===== src/rtl/rf_codec_pkg.sv =====
// Shared definitions for the RF transmit framer and receive deframer:
// sequencer state encoding and default frame-format constants.
package rf_codec_pkg;

  typedef enum logic [2:0] {
    ST_IDLE     = 3'd0,
    ST_PREAMBLE = 3'd1,
    ST_SYNC     = 3'd2,
    ST_PAYLOAD  = 3'd3,
    ST_GUARD    = 3'd4
  } rf_state_e;

  localparam logic [15:0] DEF_SYNC_WORD     = 16'h2DD4;
  localparam int unsigned DEF_SYNC_BITS     = 16;
  localparam int unsigned DEF_PREAMBLE_BITS = 16;
  localparam int unsigned DEF_GUARD_BITS    = 4;
  localparam int unsigned DEF_BIT_CYCLES    = 2;

endpackage


===== src/rtl/rf_bit_timer.sv =====
// Bit-period phase counter. Runs while the owner is active and restarts
// at phase 0 whenever a run begins. bit_stb is registered; bit_end and
// pre_end are decodes of the phase register.
module rf_bit_timer #(
  parameter int unsigned BIT_CYCLES = 2
) (
  input  logic clk_i,
  input  logic rst_i,
  input  logic run_next_i,
  output logic bit_stb_o,
  output logic pre_end_o,
  output logic bit_end_o
);

  localparam int unsigned PW = (BIT_CYCLES > 2) ? $clog2(BIT_CYCLES) : 1;
  localparam logic [PW-1:0] LAST = PW'(BIT_CYCLES - 1);
  localparam logic [PW-1:0] PRE  = PW'(BIT_CYCLES - 2);

  logic [PW-1:0] phase_q, phase_d;
  logic          run_q;
  logic          stb_q;

  // Next phase: advance and wrap while running, restart at 0 otherwise.
  always_comb begin
    phase_d = '0;
    if (run_next_i && run_q && (phase_q != LAST)) phase_d = phase_q + PW'(1);
  end

  // Phase, run flag and strobe registers.
  always_ff @(posedge clk_i) begin
    if (rst_i) begin
      phase_q <= '0;
      run_q   <= 1'b0;
      stb_q   <= 1'b0;
    end else begin
      phase_q <= phase_d;
      run_q   <= run_next_i;
      stb_q   <= run_next_i && (phase_d == '0);
    end
  end

  assign bit_stb_o = stb_q;
  assign bit_end_o = run_q && (phase_q == LAST);
  assign pre_end_o = run_q && (phase_q == PRE);

endmodule


===== src/rtl/rf_tx_framer.sv =====
// Transmit frame sequencer: preamble, sync word, payload bytes MSB first,
// then trailing guard zeros, one NRZ bit per bit period to the line encoder.
module rf_tx_framer
  import rf_codec_pkg::*;
#(
  parameter int unsigned PREAMBLE_BITS = DEF_PREAMBLE_BITS,
  parameter logic [31:0] SYNC_WORD     = 32'(DEF_SYNC_WORD),
  parameter int unsigned SYNC_BITS     = DEF_SYNC_BITS,
  parameter int unsigned GUARD_BITS    = DEF_GUARD_BITS,
  parameter int unsigned BIT_CYCLES    = DEF_BIT_CYCLES
) (
  input  logic       clk2x,
  input  logic       rst,
  input  logic [7:0] s_data,
  input  logic       s_valid,
  input  logic       s_last,
  output logic       s_ready,
  output logic       enc_din,
  output logic       enc_enable,
  output logic       bit_stb,
  output logic       busy,
  output logic       underrun
);

  localparam int unsigned CW = 16;
  localparam logic [CW-1:0] PRE_INIT   = CW'(PREAMBLE_BITS - 1);
  localparam logic [CW-1:0] SYNC_INIT  = CW'(SYNC_BITS - 1);
  localparam logic [CW-1:0] GUARD_INIT = CW'(GUARD_BITS - 1);
  localparam logic [4:0]    SYNC_TOP   = 5'(SYNC_BITS - 1);
  localparam bit            NO_GUARD   = (GUARD_BITS == 0);

  rf_state_e     state_q;
  logic [CW-1:0] cnt_q;
  logic [7:0]    shreg_q;
  logic          last_q;
  logic          din_q;
  logic          busy_q;
  logic          ready_q;
  logic          und_q;

  logic       bit_end, pre_end;
  logic       cnt_zero, load_pt, frame_end, busy_d;
  logic [4:0] sync_idx;

  rf_bit_timer #(
    .BIT_CYCLES(BIT_CYCLES)
  ) u_bit_timer (
    .clk_i      (clk2x),
    .rst_i      (rst),
    .run_next_i (busy_d),
    .bit_stb_o  (bit_stb),
    .pre_end_o  (pre_end),
    .bit_end_o  (bit_end)
  );

  // Load-point and end-of-frame decodes; busy_d lets the timer restart its
  // phase on the same edge the sequencer enters or leaves IDLE.
  always_comb begin
    cnt_zero  = (cnt_q == '0);
    load_pt   = cnt_zero && ((state_q == ST_SYNC) ||
                             ((state_q == ST_PAYLOAD) && !last_q));
    sync_idx  = 5'(cnt_q - CW'(1));
    frame_end = 1'b0;
    if (bit_end && cnt_zero) begin
      case (state_q)
        ST_GUARD:            frame_end = 1'b1;
        ST_SYNC, ST_PAYLOAD: frame_end = NO_GUARD && !(load_pt && ready_q);
        default:             frame_end = 1'b0;
      endcase
    end
    busy_d = (state_q == ST_IDLE) ? s_valid : !frame_end;
  end

  // Frame sequencer. The ready/underrun decision is taken one cycle before
  // bit_end so both pulses are registered yet coincide with the load edge.
  always_ff @(posedge clk2x) begin
    if (rst) begin
      state_q <= ST_IDLE;
      cnt_q   <= '0;
      shreg_q <= '0;
      last_q  <= 1'b0;
      din_q   <= 1'b0;
      busy_q  <= 1'b0;
      ready_q <= 1'b0;
      und_q   <= 1'b0;
    end else begin
      busy_q  <= busy_d;
      ready_q <= 1'b0;
      und_q   <= 1'b0;
      if (pre_end && load_pt) begin
        if (s_valid) ready_q <= 1'b1;
        else         und_q   <= 1'b1;
      end
      case (state_q)
        ST_IDLE: begin
          if (s_valid) begin
            state_q <= ST_PREAMBLE;
            cnt_q   <= PRE_INIT;
            din_q   <= 1'b1;
            last_q  <= 1'b0;
          end
        end
        ST_PREAMBLE: begin
          if (bit_end) begin
            if (cnt_zero) begin
              state_q <= ST_SYNC;
              cnt_q   <= SYNC_INIT;
              din_q   <= SYNC_WORD[SYNC_TOP];
            end else begin
              cnt_q <= cnt_q - CW'(1);
              din_q <= ~din_q;
            end
          end
        end
        ST_SYNC, ST_PAYLOAD: begin
          if (bit_end) begin
            if (!cnt_zero) begin
              cnt_q <= cnt_q - CW'(1);
              if (state_q == ST_SYNC) begin
                din_q <= SYNC_WORD[sync_idx];
              end else begin
                shreg_q <= shreg_q << 1;
                din_q   <= shreg_q[6];
              end
            end else if (load_pt && ready_q) begin
              state_q <= ST_PAYLOAD;
              cnt_q   <= CW'(7);
              shreg_q <= s_data;
              last_q  <= s_last;
              din_q   <= s_data[7];
            end else if (NO_GUARD) begin
              state_q <= ST_IDLE;
              din_q   <= 1'b0;
            end else begin
              state_q <= ST_GUARD;
              cnt_q   <= GUARD_INIT;
              din_q   <= 1'b0;
            end
          end
        end
        ST_GUARD: begin
          if (bit_end) begin
            if (cnt_zero) begin
              state_q <= ST_IDLE;
              din_q   <= 1'b0;
            end else begin
              cnt_q <= cnt_q - CW'(1);
            end
          end
        end
        default: state_q <= ST_IDLE;
      endcase
    end
  end

  assign enc_din    = din_q;
  assign enc_enable = busy_q;
  assign busy       = busy_q;
  assign s_ready    = ready_q;
  assign underrun   = und_q;

endmodule


===== config.mk =====
export PLATFORM = sky130hd
export DESIGN_NAME = rf_tx_framer
export DESIGN_NICKNAME = d
export VERILOG_FILES = /design/src/rtl/rf_codec_pkg.sv /design/src/rtl/rf_bit_timer.sv /design/src/rtl/rf_tx_framer.sv
export SDC_FILE = /design/constraint.sdc
export NUM_CORES = 1
export LEC_CHECK = 0
export CAP_MARGIN = 0
export CORE_ASPECT_RATIO = 1.5
export CORE_UTILIZATION = 50
export DETAILED_ROUTE_END_ITERATION = 8
export PLACE_DENSITY = 0.71
export SYNTH_ARGS = -nofsm -noshare
export SYNTH_HDL_FRONTEND = slang
export SYNTH_SLANG_ARGS = --single-unit

===== constraint.sdc =====
create_clock -name clk2x -period 2.48 [get_ports clk2x]
set_input_delay 0.372 -clock clk2x [delete_from_list [all_inputs] [get_ports clk2x]]
set_output_delay 0.372 -clock clk2x [all_outputs]
set_load 0.01 [all_outputs]

==> run metrics, run 1 <==
gp weighted congestion=~0.89; worst hold-check path type=register to register; CTS Buf Count=5; Largest delay share family, worst path=simple AND/OR/NAND/NOR gates; clk_lat worst skew=0.29 ns; Vert. Die Dim=75.8 um; drt total wl=4330 um; Synth area leaders=dfxtp_1 (36%), nor2_1 (8.7%), nand2_1 (5.8%); CP Launch Type=register; Seq cells post-synth=33; Starting DRT DRC Count=57; Layout Cells excl Fill=301; crit-path max FO=12; total number of vias=~1700; CTS tree=yes; RSZ-0062 raised after global routing=no; starting density of the core=0.526; DR vias/cell=5.77; postcts setup bufs=0; cell with the most instances on the worst path=nor2_1; Multi-input gate area=0.00108 sq mm; ys async rst share=0; top cell type's share of synthesized area=0.364; Mean Syn Cell Area=7.69 sq um; status=complete, no violations; CP bufs+invs=2; Netlist Area Pre-Place=0.00181 sq mm; # port buffers=17; Clock Path Buffers=2; vias in the first global route=around 1600; Worst Tran Pin Value=0.582 ns; root buf cell=clkbuf_8; Final Slew Violations=0; final setup fails=0; final core utilization=0.637; die footprint=0.00388 sq mm; GRT Max-Usage Layer=met2; CTS hold repair buffers=0; post-synthesis cell count=236; Worst path slowest cell=dfxtp_1; Worst setup EP type=register; nets=272; max cap viols=0; Power Density=724 mW/mm^2; remaining routing DRC violations=0; sequential-to-total area share from yosys stat=0.364; antenna violations before repair=0; gr usage total=0.253; DP Cell Count=293; library cells used by synthesis=44; core area=around 0.0034 sq mm; Setup Skew=0.00547 ns; area grow syn2layout=21.1%; n_diodes=0; slew margin rel.=0.610; first-pass GRT wire length=7150 um; Crit Path Category=register to register; largest stage delay on the critical path=0.34 ns; Hold Fails Final Rpt=0; synthesis warning total=0; Fillers=338; M3 GR Usage=0.0559; post_cts resized=0; Clock H-tree levels=2; DR WL/cell=about 14 um; final worst path period share=0.896; Max Fclk=450 MHz; most frequent cells in the layout=nor2_1 (42), dfxtp_1 (33), nand2_1 (28); data required time at the worst endpoint=2.64 ns; Die W=51.2 um; met2 usage=0.447; final worst path period need=around 2.2 ns; Arr. time, crit path=2.38 ns; CTS clk-pin slew, worst paths=around 0.070 ns; leakage=0.000775 uW; Tot Pwr=between 1500 and 2000 uW; Synth area leader=dfxtp_1; hold slack=0.485 ns; syn_nets=250; Final ANT Viol Nets=0; total global routing overflow=0; most common cell after layout, fill and taps aside=nor2_1; Rows=26; Register Area=661 sq um; worst path cell trace=inv_1 -> ha_1 -> nor3b_2 -> nand4_1 -> buf_4 -> nor2_2 -> nor2_1 -> nor2_1 -> a211oi_1; Num Clock Sinks=33; main flop type after synthesis=dfxtp_1; layout cell share with drive strength beyond 1=0.108; IO Pins=18; Post-Route Setup TNS=0 ns; VDD IR max=0.626 mV; largest net degree at the start of global routing=16; EDFF count, synth=0; met1 usage=0.266; Pre-antenna DRT Iters=4; HPWL after detailed placement=3230 um
-- layout make-up --
type                            instances  share of cell area
Timing Repair Buffer                   28               0.115
Clock buffer                            5              0.0313
Multi-Input combinational cell        186               0.493
Inverter                                4             0.00683
Tap cell                               42              0.0239
Sequential cell                        33               0.301
Clock inverter                          3              0.0296
-- registers in the layout, summed over array words and instances, names as in the netlist --
register and cells:
u_bit_timer.bit_stb_o 1, cnt_q 16, s_ready 1, underrun 1, u_bit_timer.phase_q 1, u_bit_timer.run_q 1, enc_din 1, last_q 1
shreg_q 7, state_q 3
-- routing by layer --
metal  vias to the layer above  wire, um  part of all wire
met5                         -         0                 0
li1                        884         -                 -
met3                        17       142             0.033
met2                        44      2190              0.51
met4                         0       173             0.040
met1                       791      1830              0.42
-- power breakdown --
group          internal (uW)  switching, uW  total [uW]
Combinational            176            217         394
Clock                    399            202         601
Sequential               561           34.7         596
-- through the flow --
step | worst slack [ns] | cell area, sq um
floorplan | 0.284 | 1810
global placement | 0.293 | 2060
detailed placement | 0.240 | 2060
CTS | 0.259 | 2200
global route | 0.0114 | 2200
finish | 0.258 | 2200
-- synthesized netlist by cell type, types with 3 or more instances --
| cell | number |
|---|---|
| nand2_1 | 28 |
| nor2b_1 | 4 |
| dfxtp_1 | 33 |
| nor3_1 | 6 |
| and3_1 | 3 |
| a31oi_1 | 3 |
| xnor2_1 | 10 |
| nand2b_1 | 4 |
| clkbuf_1 | 9 |
| a21oi_1 | 10 |
| nor4_1 | 12 |
| buf_2 | 3 |
| xor2_1 | 3 |
| a311oi_1 | 8 |
| nor2_1 | 42 |
| o21ai_0 | 9 |
| inv_1 | 4 |
| nand3_1 | 6 |
-- worst paths after layout --
kind	startpoint	to	slack, ns	cells after the start
worst max register to register	cnt_q[1]	cnt_q[0]	0.26	9
worst min-delay path	shreg_q[5]	shreg_q[6]	0.49	2
worst min register to register	shreg_q[5]	shreg_q[6]	0.49	2
worst max-delay path	cnt_q[1]	cnt_q[0]	0.26	9
-- worst register-to-register path: cells and delay by family, from the launching register on --
family | cells | cell delay (ns)
simple gates | 5 | 1.14
buf+inv | 2 | 0.38
flops | 1 | 0.34
fa+ha+maj | 1 | 0.17
compound gates | 1 | 0.06
-- kinds of logic after synthesis --
logic type | count (synthesis) | share of synthesized area
AOI/OAI and AO/OA | 45 | 0.166
xor gates and xnor gates | 13 | 0.0628
adders and majority gates | 2 | 0.0138
buffers and inverters | 17 | 0.0393
DFF | 33 | 0.364
muxes | 2 | 0.0110
and+or+nand+nor | 124 | 0.343
Note: power is estimated with default switching activity, not from simulation.
==> inputs of run 2 (changes only) <==
--- a/config.mk
+++ b/config.mk
@@ -9,7 +9,7 @@
 export CORE_ASPECT_RATIO = 1.5
 export CORE_UTILIZATION = 50
 export DETAILED_ROUTE_END_ITERATION = 8
-export PLACE_DENSITY = 0.71
+export PLACE_DENSITY_LB_ADDON = 0.15
 export SYNTH_ARGS = -nofsm -noshare
 export SYNTH_HDL_FRONTEND = slang
 export SYNTH_SLANG_ARGS = --single-unit
==> run metrics, run 2 (synthesis gave the netlist of run 1 again) <==
Setup Skew=0.00384 ns (was 0.00547 ns); Worst setup EP type=register (unchanged); vias in the first global route=1654 (was 1629); DR vias/cell=5.99 (was 5.77); wl on met1=1850 um (was 1830 um); die footprint=0.00388 sq mm (unchanged); Worst Tran Pin Value=0.959 ns (was 0.582 ns); status=complete, no violations (unchanged); RSZ-0062 raised after global routing=no (unchanged); IO Pins=18 (unchanged); CP Launch Type=register (unchanged); worst hold-check path type=register to register (unchanged); core area=0.00345 sq mm (unchanged); Top Metal Used=met4 (unchanged); total global routing overflow=0 (unchanged); VDD IR max=0.525 mV (was 0.626 mV); CTS Buf Count=5 (unchanged); final worst path period need=2.21 ns (was 2.22 ns); slew margin rel.=0.355 (was 0.610); postcts setup bufs=0 (unchanged); Crit Path Category=register to register (unchanged); layout cell share with drive strength beyond 1=0.101 (was 0.108); Largest Register=cnt_q (unchanged); Starting DRT DRC Count=67 (was 57); gr usage total=0.259 (was 0.253); Clock Path Buffers=2 (unchanged); Pre-antenna DRT Iters=4 (unchanged); Final ANT Viol Nets=0 (unchanged); drt total wl=4400 um (was 4330 um); # port buffers=17 (unchanged); HPWL after detailed placement=3120 um (was 3230 um); top flop regs=cnt_q: 16 flops, shreg_q: 7 flops, state_q: 3 flops (unchanged); DR WL/cell=14.7 um (was 14.4 um); metal2 WL=2220 um (was 2190 um); Rows=26 (unchanged); most common cell after layout, fill and taps aside=nor2_1 (unchanged); largest net degree at the start of global routing=18 (was 16); total number of vias=1792 (was 1736); antenna violations before repair=0 (unchanged); Power Density=648 mW/mm^2 (was 724 mW/mm^2); CTS hold repair buffers=0 (unchanged); Tot Pwr=1390 uW (was 1590 uW); final core utilization=0.621 (was 0.637); Die W=51.2 um (unchanged); final setup fails=0 (unchanged); clk_lat worst skew=0.29 ns (about the same); Final Slew Violations=0 (unchanged); starting density of the core=0.526 (unchanged); max cap viols=0 (unchanged); CTS clk-pin slew, worst paths=0.07 ns (about the same); area grow syn2layout=18.0% (was 21.1%); n_diodes=0 (unchanged); met3 routed wirelength=155 um (was 142 um); Post-Route Setup TNS=0 ns (unchanged); nets=270 (was 272); gp weighted congestion=0.845 (was 0.890); flip-flop count of the largest register after layout=16 (unchanged); dpl ws=0.277 ns (was 0.240 ns); most frequent cells in the layout=nor2_1 (42), dfxtp_1 (33), nand2_1 (28) (unchanged); data required time at the worst endpoint=2.66 ns (was 2.64 ns); root buf cell=clkbuf_8 (unchanged); CTS tree=yes (unchanged); final worst path period share=0.892 (was 0.896); Max Fclk=452 MHz (was 450 MHz); remaining routing DRC violations=0 (unchanged); Num Clock Sinks=33 (unchanged); crit-path max FO=5 (was 12); Hold Fails Final Rpt=0 (unchanged); post_cts resized=0 (unchanged); setup ws final=0.267 ns (was 0.258 ns); post-route cell area=0.00214 sq mm (was 0.00220 sq mm); Vert. Die Dim=75.8 um (unchanged); leakage=0.000743 uW (was 0.000775 uW); Arr. time, crit path=2.40 ns (was 2.38 ns); first-pass GRT wire length=7360 um (was 7150 um); dpl cell area=0.00205 sq mm (was 0.00206 sq mm); Clock H-tree levels=2 (unchanged)
## run 2: cell count changes in the layout (fill, tap and decap cells not counted), sizes merged
| cell | delta |
|---|---|
| buf | -2 |
| bufinv | -2 |
| clkinv | +1 |
| clkinvlp | +1 |
## run 2: final cells by class
class	count	area [sq um]
clock inverter	3	17.5
timing repair buffer	26	238
tap	42	52.6
clock buffer	5	68.8
inverter	4	15.0
fill	340	1310
sequential	33	661
multi-input combinational	186	1090
## run 2: report_power, final
part	switching [uW]	internal, uW	total [uW]
combinational	213	168	381
sequential	36.8	561	597
clock	215	194	409
total	465	922	1390
## run 2: stage by stage
step	instances	hold WS [ns]
3_3_place_gp	291	0.461
5_1_grt	299	0.497
4_1_cts	299	0.482
3_5_place_dp	291	0.469
6_report	299	0.483
2_1_floorplan	236	0.444
## run 2: metal layers
layer,up-vias,track usage
met3,16,0.0539
met5,-,0
met1,849,0.277
met4,0,0.170
met2,48,0.456
li1,879,-
## run 2: worst max-delay path, cell delays in order (launching register included)
cell     delay [ns]
dfxtp_1        0.35
or4_4          0.56
or3_1          0.34
or4_4          0.52
nor3_2         0.14
xnor2_1        0.13
nor2_1         0.06
## run 2: path summary, 6_finish.rpt
| check | slack (ns) | depth (start not counted) | end | start |
|---|---|---|---|---|
| setup / recovery | 0.27 | 6 | cnt_q[13] | cnt_q[6] |
| hold / removal | 0.48 | 2 | shreg_q[6] | shreg_q[5] |
| setup reg to reg | 0.27 | 6 | cnt_q[13] | cnt_q[6] |
| hold reg to reg | 0.48 | 2 | shreg_q[6] | shreg_q[5] |
==> inputs of run 3 (changes only) <==
--- a/config.mk
+++ b/config.mk
@@ -9,7 +9,7 @@
 export CORE_ASPECT_RATIO = 1.5
 export CORE_UTILIZATION = 50
 export DETAILED_ROUTE_END_ITERATION = 8
-export PLACE_DENSITY_LB_ADDON = 0.15
+export PLACE_DENSITY = 0.71
 export SYNTH_ARGS = -nofsm -noshare
 export SYNTH_HDL_FRONTEND = slang
 export SYNTH_SLANG_ARGS = --single-unit
==> results of run 3 <==
Same layout as run 1: the final DEF is identical, and so are final timing and power.
